===== src/rtl/wdg_kicker.sv =====
// rtl/wdg_kicker.sv - watchdog servicing FSM that kicks only while all heartbeats are alive
//
// Purpose: drives the board watchdog enable and kick strobe. Kicks are paced by
// the shared 10 Hz tick and stop as soon as a heartbeat goes stale or software
// forces a stop, so the watchdog is allowed to time out. Records which heartbeat
// failed and counts observed timeout pulses.
//
// Ports:
//   clk, rst_n          clock, asynchronous active-low reset
//   clk_10hz_fp         one-clk 10 Hz tick pulse
//   enable              level; a rising edge arms the kicker
//   force_stop          level; deliberately starves the watchdog while running
//   health_hb[N_HB]     per-task heartbeats; any toggle means alive
//   zynq_wdog_timeout   watchdog timeout pulse, active low
//   wdg_en, wdg_kick    watchdog enable and one-clk kick strobe
//   fault_mask[N_HB]    sticky per-heartbeat timeout flags
//   state               IDLE=0 ARM=1 RUN=2 STARVE=3 TRIPPED=4
//   trip_cnt            saturating count of observed timeout pulses
module wdg_kicker #(
   parameter int N_HB        = 2,
   parameter int KICK_PERIOD = 4,
   parameter int HB_TIMEOUT  = 8
) (
   input  logic            clk,
   input  logic            rst_n,
   input  logic            clk_10hz_fp,
   input  logic            enable,
   input  logic            force_stop,
   input  logic [N_HB-1:0] health_hb,
   input  logic            zynq_wdog_timeout,
   output logic            wdg_en,
   output logic            wdg_kick,
   output logic [N_HB-1:0] fault_mask,
   output logic [2:0]      state,
   output logic [7:0]      trip_cnt
);

   typedef enum logic [2:0] {
      S_IDLE    = 3'd0,
      S_ARM     = 3'd1,
      S_RUN     = 3'd2,
      S_STARVE  = 3'd3,
      S_TRIPPED = 3'd4
   } state_e;

   localparam logic [7:0] KICK_RELOAD = 8'(KICK_PERIOD - 1);
   localparam logic [7:0] HB_LIMIT    = 8'(HB_TIMEOUT);

   state_e          state_q;
   logic            enable_d_q;
   logic [N_HB-1:0] hb_d_q;
   logic [7:0]      kick_timer_q;
   logic [7:0]      hb_timer_q [N_HB];
   logic            wdg_en_q;
   logic            wdg_kick_q;
   logic [N_HB-1:0] fault_mask_q;
   logic [7:0]      trip_cnt_q;

   logic [7:0]      hb_timer_d [N_HB];
   logic [N_HB-1:0] fault_mask_d;
   logic [7:0]      trip_cnt_d;

   // Heartbeat ageing as it would apply in RUN. A toggle beats a coincident tick,
   // and a timer reaching the limit flags its fault in the same cycle so the
   // FSM can suppress a kick that happens to be due at that moment.
   always_comb begin
      fault_mask_d = fault_mask_q;
      for (int i = 0; i < N_HB; i++) begin
         hb_timer_d[i] = hb_timer_q[i];
         if (health_hb[i] != hb_d_q[i]) begin
            hb_timer_d[i] = '0;
         end else if (clk_10hz_fp && (hb_timer_q[i] != HB_LIMIT)) begin
            hb_timer_d[i] = hb_timer_q[i] + 8'd1;
         end
         if (hb_timer_d[i] == HB_LIMIT) begin
            fault_mask_d[i] = 1'b1;
         end
      end
   end

   assign trip_cnt_d = (trip_cnt_q == 8'hFF) ? trip_cnt_q : trip_cnt_q + 8'd1;

   always_ff @(posedge clk or negedge rst_n) begin
      if (!rst_n) begin
         state_q      <= S_IDLE;
         enable_d_q   <= 1'b0;
         hb_d_q       <= '0;
         kick_timer_q <= '0;
         for (int i = 0; i < N_HB; i++) hb_timer_q[i] <= '0;
         wdg_en_q     <= 1'b0;
         wdg_kick_q   <= 1'b0;
         fault_mask_q <= '0;
         trip_cnt_q   <= '0;
      end else begin
         enable_d_q <= enable;
         hb_d_q     <= health_hb;
         wdg_kick_q <= 1'b0;

         if (!enable) begin
            state_q  <= S_IDLE;
            wdg_en_q <= 1'b0;
         end else begin
            case (state_q)
               S_IDLE: begin
                  // Edge, not level: a level left high after a trip must not re-arm.
                  if (!enable_d_q) begin
                     state_q      <= S_ARM;
                     wdg_en_q     <= 1'b1;
                     wdg_kick_q   <= 1'b1;
                     fault_mask_q <= '0;
                     kick_timer_q <= KICK_RELOAD;
                     for (int i = 0; i < N_HB; i++) hb_timer_q[i] <= '0;
                  end
               end
               S_ARM: begin
                  state_q <= S_RUN;
               end
               S_RUN: begin
                  if (!zynq_wdog_timeout) begin
                     state_q    <= S_TRIPPED;
                     trip_cnt_q <= trip_cnt_d;
                  end else if (force_stop || (fault_mask_d != '0)) begin
                     state_q      <= S_STARVE;
                     fault_mask_q <= fault_mask_d;
                     hb_timer_q   <= hb_timer_d;
                  end else begin
                     hb_timer_q <= hb_timer_d;
                     if (clk_10hz_fp) begin
                        if (kick_timer_q == 8'd0) begin
                           wdg_kick_q   <= 1'b1;
                           kick_timer_q <= KICK_RELOAD;
                        end else begin
                           kick_timer_q <= kick_timer_q - 8'd1;
                        end
                     end
                  end
               end
               S_STARVE: begin
                  if (!zynq_wdog_timeout) begin
                     state_q    <= S_TRIPPED;
                     trip_cnt_q <= trip_cnt_d;
                  end
               end
               S_TRIPPED: begin
                  if (zynq_wdog_timeout) begin
                     state_q  <= S_IDLE;
                     wdg_en_q <= 1'b0;
                  end
               end
               default: begin
                  state_q  <= S_IDLE;
                  wdg_en_q <= 1'b0;
               end
            endcase
         end
      end
   end

   assign wdg_en     = wdg_en_q;
   assign wdg_kick   = wdg_kick_q;
   assign fault_mask = fault_mask_q;
   assign state      = state_q;
   assign trip_cnt   = trip_cnt_q;

endmodule


===== config.mk =====
export PLATFORM = sky130hd
export DESIGN_NAME = wdg_kicker
export DESIGN_NICKNAME = d
export VERILOG_FILES = /design/src/rtl/wdg_kicker.sv
export SDC_FILE = /design/constraint.sdc
export NUM_CORES = 1
export LEC_CHECK = 0
export ABC_AREA = 0
export CORE_ASPECT_RATIO = 1.75
export CORE_MARGIN = 2
export CORE_UTILIZATION = 51
export CTS_CLUSTER_DIAMETER = 40
export DETAILED_ROUTE_END_ITERATION = 10
export GPL_ROUTABILITY_DRIVEN = 0
export PLACE_DENSITY = 0.84
export SETUP_SLACK_MARGIN = 0.15
export SKIP_CTS_REPAIR_TIMING = 1
export SYNTH_ARGS = -nofsm -noshare
export SYNTH_HDL_FRONTEND = slang
export SYNTH_SLANG_ARGS = --single-unit

===== constraint.sdc =====
create_clock -name clk -period 2.6 [get_ports clk]
set_input_delay 0.52 -clock clk [delete_from_list [all_inputs] [get_ports clk]]
set_output_delay 0.52 -clock clk [all_outputs]
set_load 0.005 [all_outputs]

Word level (Yosys, flattened, before mapping)
Cells that the tools add are included.
- register bits after elaboration: 42
- bits in latches: 0
- memory bits (writable): 0
- memory bits (read-only): 0
- input bits: 8
- word-level logic and storage cells: 89
- memories kept: 0
- $add $sub $neg: 4
- multiply operators: 0
- div/mod/pow operators: 0
- magnitude comparators: 0
- eq/ne operators: 21
- shift-type cells: 0
- mux-type cells: 37
- bitwise operators: 2
- reductions and logical operators: 15
- operator list (cell ; count):
    $mux 8 ; 9
    $mux 16 ; 2
    $pmux 16 s2 ; 1
    $add 8x1->8 const B ; 3
    $mux 3 ; 6
    $eq 8x4->1 const B ; 2
    $ne 8x4->1 const B ; 2
    $pmux 8 s2 ; 1
    $pmux 3 s5 ; 1
    $ne 2x2->1 const B ; 6
    $reduce_and 4->1 ; 3
    $mux 1 ; 11
    $ne 3x3->1 const B ; 3
    $eq 8x8->1 const B ; 1
    $logic_not 8->1 ; 1
    $sub 8x1->8 const B ; 1
    $eq 3x2->1 const B ; 2
    $mux 2 ; 3
    $reduce_and 6->1 ; 1
    $reduce_and 5->1 ; 1
    $ne 4x4->1 const B ; 1
    $pmux 2 s2 ; 1
    $reduce_bool 2->1 ; 2
    $eq 3x1->1 const B ; 1
    other kinds (11) ; 14

Logic depth before layout (Yosys ltp)
Gate-level depths: netlist (run 1).
- word-level depth: 12
- depth in mapped cells: 10
- gate-level depth less buffers: 9

Least setup slack after synthesis (run 1)
OpenSTA, ideal clock, no wires.
- path kind: register -> register
- start: register hb_timer_q[4] (netlist name)
- end: register kick_timer_q[4]
- arrival time: 2.638 ns
- required time: 2.536 ns
- path slack: -0.103 ns
- stages on the path, launching flop included: 9
- path buffers: 1
- period minus slack after synthesis: 2.703 ns
- path through: dfrtp_1 > or4_1 > o31ai_1 > mux2i_1 > nor4b_2 > or4_1 > buf_2 > o31ai_2 > a21o_1
- longest elaborated chain between the ends: 10
- elaborated cells on any way between the ends: 11
- RTL lines (what ; RTL line ; source):
    start, declared ; 53 ; logic [7:0] hb_timer_q [N_HB];
    start signal, assigned ; 125 ; hb_timer_q <= hb_timer_d;
    start signal, assigned ; 127 ; hb_timer_q <= hb_timer_d;
    parallel branches: the longest is 2 deep, another holds $add 8x1->8 ; - ;
    $mux 8 (*) ; 72 ; end else if (clk_10hz_fp && (hb_timer_q[i] != HB_LIMIT)) begin
    $mux 8 (*) ; 70 ; if (health_hb[i] != hb_d_q[i]) begin
    $eq 8x4->1 (*) ; 75 ; if (hb_timer_d[i] == HB_LIMIT) begin
    $mux 1 (*) ; 75 ;
    $reduce_bool 2->1 (*) ; 122 ; end else if (force_stop || (fault_mask_d != '0)) begin
    $logic_or 1x1->1 (*) ; 122 ;
    $ne 2x2->1 (no source line) (*) ; - ;
    $reduce_and 6->1 (no source line) (*) ; - ;
    end signal, assigned ; 133 ; kick_timer_q <= kick_timer_q - 8'd1;
    end, declared ; 52 ; logic [7:0] kick_timer_q;
Every way passes the cells marked *.
A chain may end at the register's enable or synchronous reset.

Worst setup path after layout (run 1)
- start: register hb_timer_q[6] (netlist name)
- end: register kick_timer_q[7]
The elaborated chain is that of the path after synthesis.

==> impl_metrics.env, run 1 <==
export IMPL_pwr_share_comb_pct=17.4
export IMPL_outcome="complete, but fails checks"
export IMPL_critical_path_startpoint_type="register"
export IMPL_synth_flop_cell="dfrtp_1"
export IMPL_vias_per_cell=6.25
export IMPL_syn2layout_area_growth_pct=36.9
export IMPL_ys_seq_area_share_pct=43.3
export IMPL_io_buffer_count=22
export IMPL_timing_setup_critical_path_class="reg2reg"
export IMPL_min_path_type="in2async"
export IMPL_synth_top_area_cell="dfrtp_1"
export IMPL_ys_types=46
export IMPL_crit_reg2reg_capture="kick_timer_q[7]"
export IMPL_power_share_switching_pct=28.8
export IMPL_worst_slew_pin_transition_ns=0.941
export IMPL_ys_seq_elements=42
export IMPL_maxSlewViolCount=0
export IMPL_synth_edf_count=0
export IMPL_clk_insertion_delay_late_ns=0.31
export IMPL_placeableCoreArea_sq_um=4620
export IMPL_synth_adder_area_share_pct=3.61
export IMPL_synth_cell_area_sq_um=2430
export IMPL_final_core_util_pct=71.8
export IMPL_fin_worst_skew_ns=0.0103
export IMPL_cp_arrival_ns=3.02
export IMPL_switching_power_w=0.000411
export IMPL_vdd_ir_drop_worst_mv=0.627
export IMPL_maximum_fanout_count_along_the_critical_path=6
export IMPL_cts_root_buffer="clkbuf_8"
export IMPL_fin_worst_hold_slack_ns=0.348
export IMPL_p_total_w=0.00143
export IMPL_clkPwrFrac_pct=32.2
export IMPL_syn_mean_instance_area_sq_um=9.26
export IMPL_yosysWarnings=0
export IMPL_yosysMostFrequentCell="dfrtp_1"
export IMPL_routed_len_inst_um=17.0
export IMPL_number_of_vias_after_detailed_routing=2417
export IMPL_chipWidth_um=56.1
export IMPL_global_route_wire_length_before_repair_mm=10.1
export IMPL_die_h_um=95.2
export IMPL_clock_sink_count=42
export IMPL_initial_core_util_pct=52.5
export IMPL_worstSetupStartpoint="hb_timer_q[6]"
export IMPL_period_share_pct=106
export IMPL_endpoint="kick_timer_q[7]"
export IMPL_largest_cells_by_area_after_synthesis="dfrtp_1, nor2_1, ha_1"
export IMPL_layout_drive_gt1_share_pct=27.8
export IMPL_largest_family_of_logic_cells_by_synthesized_area="simple AND/OR/NAND/NOR gates"
export IMPL_number_of_global_route_vias_before_repair=2305
export IMPL_rrSetupSlack_ns=-0.16
export IMPL_die_area_sq_um=5350
export IMPL_hpwl_after_detailed_placement_mm=4.41
export IMPL_drc=0
export IMPL_global_route_usage_total_pct=24.0
export IMPL_power_density_cell_area_nw_per_um2=429
export IMPL_post_synth_xor_area_fraction_pct=6.14
export IMPL_synth_compound_area_share_pct=16.9
export IMPL_critical_path_reg2reg_startpoint="hb_timer_q[6]"
export IMPL_setup_violations_final=10
export IMPL_initial_antenna_violation_count=0
export IMPL_detail_route_iter0_violations=133
export IMPL_antenna_cells_inserted=0
export IMPL_cts_tree="done"
export IMPL_cts_htree_levels=2
export IMPL_power_frac_seq_pct=50.4
export IMPL_synth_simple_area_share_pct=24.2
export IMPL_violations="setup timing"
export IMPL_synth_nets=277
export IMPL_timing_final_crit_period_ns=2.76
export IMPL_synth_top_cells_by_count="dfrtp_1, nor2_1, nand2_1, nand3_1, o21ai_0"
export IMPL_synth_instances=262
export IMPL_numCtsBuffers=5
export IMPL_synthMuxAreaShare_pct=2.63
export IMPL_internal_power_contribution_w=0.00102
export IMPL_detail_route_antenna_nets=0
export IMPL_timing_critical_path_to_type="register"
export IMPL_hold_violations_final=0
export IMPL_overflow=0
export IMPL_leakagePower_nw=1.54
export IMPL_setup_tns_final_ns=-1.12
export IMPL_ctsLongestPathBuffers=2
export IMPL_grt_max_degree=43
export IMPL_io_pin_count=23
export IMPL_detailedRoute_firstPassIterationCount=8
export IMPL_core_rowCount=33
export IMPL_worst_reg2reg_path_depth=8
export IMPL_synthArstFlopShare_pct=100
export IMPL_post_synth_top_area_fraction_pct=43.3
export IMPL_timing_max_slew_rel_slack_pct=37.3
export IMPL_worst_slack_ns=-0.164
export IMPL_routed_wirelength_mm=6.58
export IMPL_final_net_count=349
export IMPL_rsz0062_at_grt="yes"
export IMPL_max_cap_violations=0
export IMPL_max_freq_mhz=362
export IMPL_clk_pin_slew_worst_paths_ns=0.09
export IMPL_required_time_of_the_critical_path_ns=2.85
==> logic make-up after synthesis <==
kind of cell,Yosys count
AND/OR/NAND/NOR,112
AO/OA/AOI/OAI,58
flip-flops,42
buffers and inverters,20
XOR/XNOR,17
adder cells (fa/ha/maj),7
multiplexers,6
==> flip-flops by register name, indices dropped and copies added, names as in the netlist <==
name          count
hb_d_q            2
kick_timer_q      8
wdg_kick          1
fault_mask        2
enable_d_q        1
state             3
hb_timer_q       16
trip_cnt          8
wdg_en            1
==> routing by layer <==
layer / GRT usage (%) / part of all wire [%]
met1: 25.7 / 36
met2: 44.8 / 55
met3: 3.26 / 3.8
met4: 13.3 / 4.5
met5: 0 / 0
==> layout make-up <==
cell class,count,area (sq um)
multi-input combinational,200,1440
timing repair buffer,76,637
clock buffer,5,68.8
inverter,9,33.8
tap,52,65.1
sequential,42,1050
fill,321,1300
clock inverter,3,26.3
==> cell usage in the layout (no fill, tap or decap), types with 3 or more instances in the layout <==
cell type and count:
ha_1 7, inv_1 9, buf_6 3, or4_4 4, clkdlybuf4s50_1 19, buf_4 51, nand2b_1 4, a21oi_1 4
o31ai_1 6, nor2_1 28, xor2_1 8, o21ai_0 14, inv_6 3, and2_1 4, nand4_1 4, or3_1 5
nor3_1 6, nand2_1 20, clkbuf_8 5, and3_1 6, xnor2_1 9, o31ai_2 5, dfrtp_1 42, mux2_2 3
a21o_1 8, a31oi_1 3, nand3_1 16
==> through the flow <==
stage / area [sq um] / worst slack, ns / std cells
6_report: 3320 / -0.164 / 387
5_1_grt: 3320 / -0.237 / 387
4_1_cts: 3170 / -0.162 / 382
3_5_place_dp: 3080 / -0.438 / 374
3_3_place_gp: 3080 / -0.351 / 374
2_1_floorplan: 2480 / 0.0861 / 262
==> how the worst min path moves through the flow <==
stage | from | to | slack [ns] | cells after the start
final | rst_n | hb_timer_q[7] | 0.35 | 1
after global routing | rst_n | fault_mask[1] | 0.43 | 1
after CTS | rst_n | hb_timer_q[9] | 0.38 | 1
after detailed placement | trip_cnt[6] | trip_cnt[6] | 0.49 | 1
after global placement | trip_cnt[6] | trip_cnt[6] | 0.49 | 1
after floorplan | rst_n | enable_d_q | 0.22 | 0
==> critical path, stage by stage (launching register included) <==
cell and delay, ns:
dfrtp_1 0.39, or4_4 0.56, o31ai_4 0.28, mux2i_2 0.36, nor4b_4 0.09, or4_4 0.54, buf_6 0.16, o31ai_2 0.21
a21o_1 0.11
==> power by group through the flow <==
stage | Sequential [W] | Clock (W) | Combinational [W]
global placement | 0.000730 | 0 | 0.000229
global route | 0.000724 | 0.000495 | 0.000268
detailed placement | 0.000731 | 0 | 0.000235
CTS | 0.000719 | 0.000468 | 0.000237
finish | 0.000720 | 0.000459 | 0.000248
floorplan | 0.000729 | 0 | 0.0000964
Power figures use the tool's default switching activity.
==> run 2: changes to the inputs <==
--- a/config.mk
+++ b/config.mk
@@ -5,14 +5,14 @@
 export SDC_FILE = /design/constraint.sdc
 export NUM_CORES = 1
 export LEC_CHECK = 0
-export ABC_AREA = 0
+export ABC_AREA = 1
 export CORE_ASPECT_RATIO = 1.75
 export CORE_MARGIN = 2
-export CORE_UTILIZATION = 51
+export CORE_UTILIZATION = 52
 export CTS_CLUSTER_DIAMETER = 40
 export DETAILED_ROUTE_END_ITERATION = 10
 export GPL_ROUTABILITY_DRIVEN = 0
-export PLACE_DENSITY = 0.84
+export PLACE_DENSITY = 0.85
 export SETUP_SLACK_MARGIN = 0.15
 export SKIP_CTS_REPAIR_TIMING = 1
 export SYNTH_ARGS = -nofsm -noshare
==> impl_metrics.env, run 2 <==
export IMPL_layout_cells_most_common_list="nand2_1, inv_1, nor2_1, dfrtp_1, nand3_1"
export IMPL_timing_max_slew_rel_slack_pct=36.3
export IMPL_io_pin_count=23
export IMPL_maximum_fanout_count_along_the_critical_path=8
export IMPL_yosysWarnings=0
export IMPL_initial_antenna_violation_count=0
export IMPL_period_share_pct=87.9
export IMPL_placeableCoreArea_sq_um=4980
export IMPL_filler_cell_count=420
export IMPL_yosysMostFrequentCell="nand2_1"
export IMPL_clk_insertion_delay_late_ns=0.30
export IMPL_ctsLongestPathBuffers=2
export IMPL_placedInstanceArea_sq_um=2990
export IMPL_largest_register="hb_timer_q"
export IMPL_chipWidth_um=58.3
export IMPL_critical_path_startpoint_type="register"
export IMPL_synth_top_area_cell="dfrtp_1"
export IMPL_final_net_count=421
export IMPL_detail_route_antenna_nets=0
export IMPL_synth_flop_cell="dfrtp_1"
export IMPL_synth_top_cells_by_count="nand2_1, inv_1, dfrtp_1, nor2_1, nand3_1"
export IMPL_ys_types=30
export IMPL_worst_slack_ns=0.314
export IMPL_vias_per_cell=5.48
export IMPL_number_of_vias_after_detailed_routing=2527
export IMPL_maxSlewViolCount=0
export IMPL_syn2layout_area_growth_pct=19.4
export IMPL_die_area_sq_um=5760
export IMPL_ys_seq_elements=42
export IMPL_setup_tns_final_ns=0
export IMPL_rsz0062_at_grt="no"
export IMPL_number_of_global_route_vias_before_repair=2460
export IMPL_syn_mean_instance_area_sq_um=7.24
export IMPL_global_route_wire_length_before_repair_mm=10.5
export IMPL_timing_critical_path_to_type="register"
export IMPL_detailedRoute_firstPassIterationCount=4
export IMPL_cts_htree_levels=2
export IMPL_worst_slew_pin_transition_ns=0.956
export IMPL_global_route_usage_total_pct=23.0
export IMPL_cts_root_buffer="clkbuf_8"
export IMPL_grt_max_degree=43
export IMPL_synthArstFlopShare_pct=100
export IMPL_vdd_ir_drop_worst_mv=0.539
export IMPL_leakagePower_nw=1.60
export IMPL_hold_violations_final=0
export IMPL_ys_seq_area_share_pct=39.2
export IMPL_max_cap_violations=0
export IMPL_layout_commonest_cell="nand2_1"
export IMPL_timing_final_crit_period_ns=2.29
export IMPL_routed_len_inst_um=13.7
export IMPL_placed_cells=449
export IMPL_outcome="complete, no violations"
export IMPL_synth_edf_count=0
export IMPL_die_h_um=99.0
export IMPL_required_time_of_the_critical_path_ns=2.79
export IMPL_fin_worst_skew_ns=0.0132
export IMPL_synth_instances=370
export IMPL_detail_route_iter0_violations=88
export IMPL_timing_setup_critical_path_class="reg2reg"
export IMPL_cp_arrival_ns=2.47
export IMPL_critical_path_reg2reg_startpoint="hb_timer_q[0]"
export IMPL_clock_sink_count=42
export IMPL_synth_cell_area_sq_um=2680
export IMPL_cts_tree="done"
export IMPL_max_freq_mhz=437
export IMPL_min_path_type="in2async"
export IMPL_io_buffer_count=22
export IMPL_stdcell_count=461
export IMPL_worstSetupStartpoint="hb_timer_q[0]"
export IMPL_numCtsBuffers=5
export IMPL_post_synth_top_area_fraction_pct=39.2
export IMPL_drc=0
export IMPL_preCtsSetupSlack_ns=0.143
export IMPL_core_rowCount=34
export IMPL_initial_core_util_pct=53.8
export IMPL_number_of_flip_flops_in_the_largest_register=16
export IMPL_hpwl_after_detailed_placement_mm=4.45
export IMPL_synth_nets=385
export IMPL_layout_drive_gt1_share_pct=11.5
export IMPL_power_density_cell_area_nw_per_um2=590
export IMPL_clk_pin_slew_worst_paths_ns=0.09
export IMPL_antenna_cells_inserted=0
export IMPL_setup_violations_final=0
export IMPL_final_cell_area_sq_um=3200
export IMPL_largest_cells_by_area_after_synthesis="dfrtp_1, nand2_1, inv_1"
export IMPL_overflow=0
export IMPL_routed_wirelength_mm=6.30
export IMPL_p_total_w=0.00189
run 2: changes by cell type in the layout (fill, tap and decap cells not counted), moves of 6 or more:
cell,delta
a21o_1,-8
and3_1,-6
buf_4,-43
inv_1,+36
nand2_1,+102
nand3_1,+13
nor2_1,+13
o22ai_1,+9
o31ai_1,-6
run 2: layout make-up:
cell class                 count  area, sq um  share of cell area (%)
clock buffer                   5         68.8                    2.15
clock inverter                 3         68.8                    2.15
inverter                      50          190                    5.94
multi-input combinational    277         1480                    46.1
sequential                    42         1050                    32.9
tap                           54         67.6                    2.11
timing repair buffer          30          275                    8.60
run 2: report_power, final:
part | total, W | internal (W) | switching [W]
Combinational | 0.000488 | 0.000201 | 0.000287
Clock | 0.000625 | 0.000385 | 0.000240
Sequential | 0.000774 | 0.000710 | 0.0000636
run 2: kinds of logic after synthesis:
| family | count (synthesis) | synth area share, % |
|---|---|---|
| DFF | 42 | 39.2 |
| adders and majority gates | 7 | 3.27 |
| AOI/OAI and AO/OA | 37 | 9.15 |
| xor gates and xnor gates | 17 | 5.56 |
| and+or+nand+nor | 215 | 35.5 |
| buffers and inverters | 52 | 7.33 |
run 2: path summary, 6_finish.rpt:
kind                       cells after the start              end  slack [ns]
max                                           17  kick_timer_q[1]        0.31
min                                            1      trip_cnt[0]        0.36
max reg2reg                                   17  kick_timer_q[1]        0.31
min reg2reg                                    1      trip_cnt[7]        0.50
max in group asynchronous                      1    hb_timer_q[8]        1.58
min in group clk                               1      trip_cnt[7]        0.50
run 2: critical path, stage by stage (launching register included):
cell and delay (ns):
dfrtp_1 0.43, inv_2 0.10, ha_2 0.20, nand3_4 0.08, nor2_2 0.16, nor2_4 0.08, o21ai_0 0.08, nand2_1 0.09
nand3_1 0.07, nor2_1 0.06, nand2_1 0.11, nand3_2 0.11, nor2_4 0.15, nand2_4 0.11, nand2_8 0.12, nand2_8 0.07
nand2_1 0.07, nand2_1 0.05
run 2: routing by layer:
layer  track usage [%]  vias up  wire [um]
met3              3.15       16        160
met4              11.3        0        165
met2              40.6       49       3450
met5                 0        -          0
li1                  -     1255          -
met1              26.4     1207       2520
run 2: through the flow:
step / hold slack, ns / utilization, %
6_report: 0.359 / 64.3
5_1_grt: 0.432 / 64.3
4_1_cts: 0.387 / 62.8
3_5_place_dp: 0.493 / 60.1
3_3_place_gp: 0.483 / 60.1
2_1_floorplan: 0.224 / -
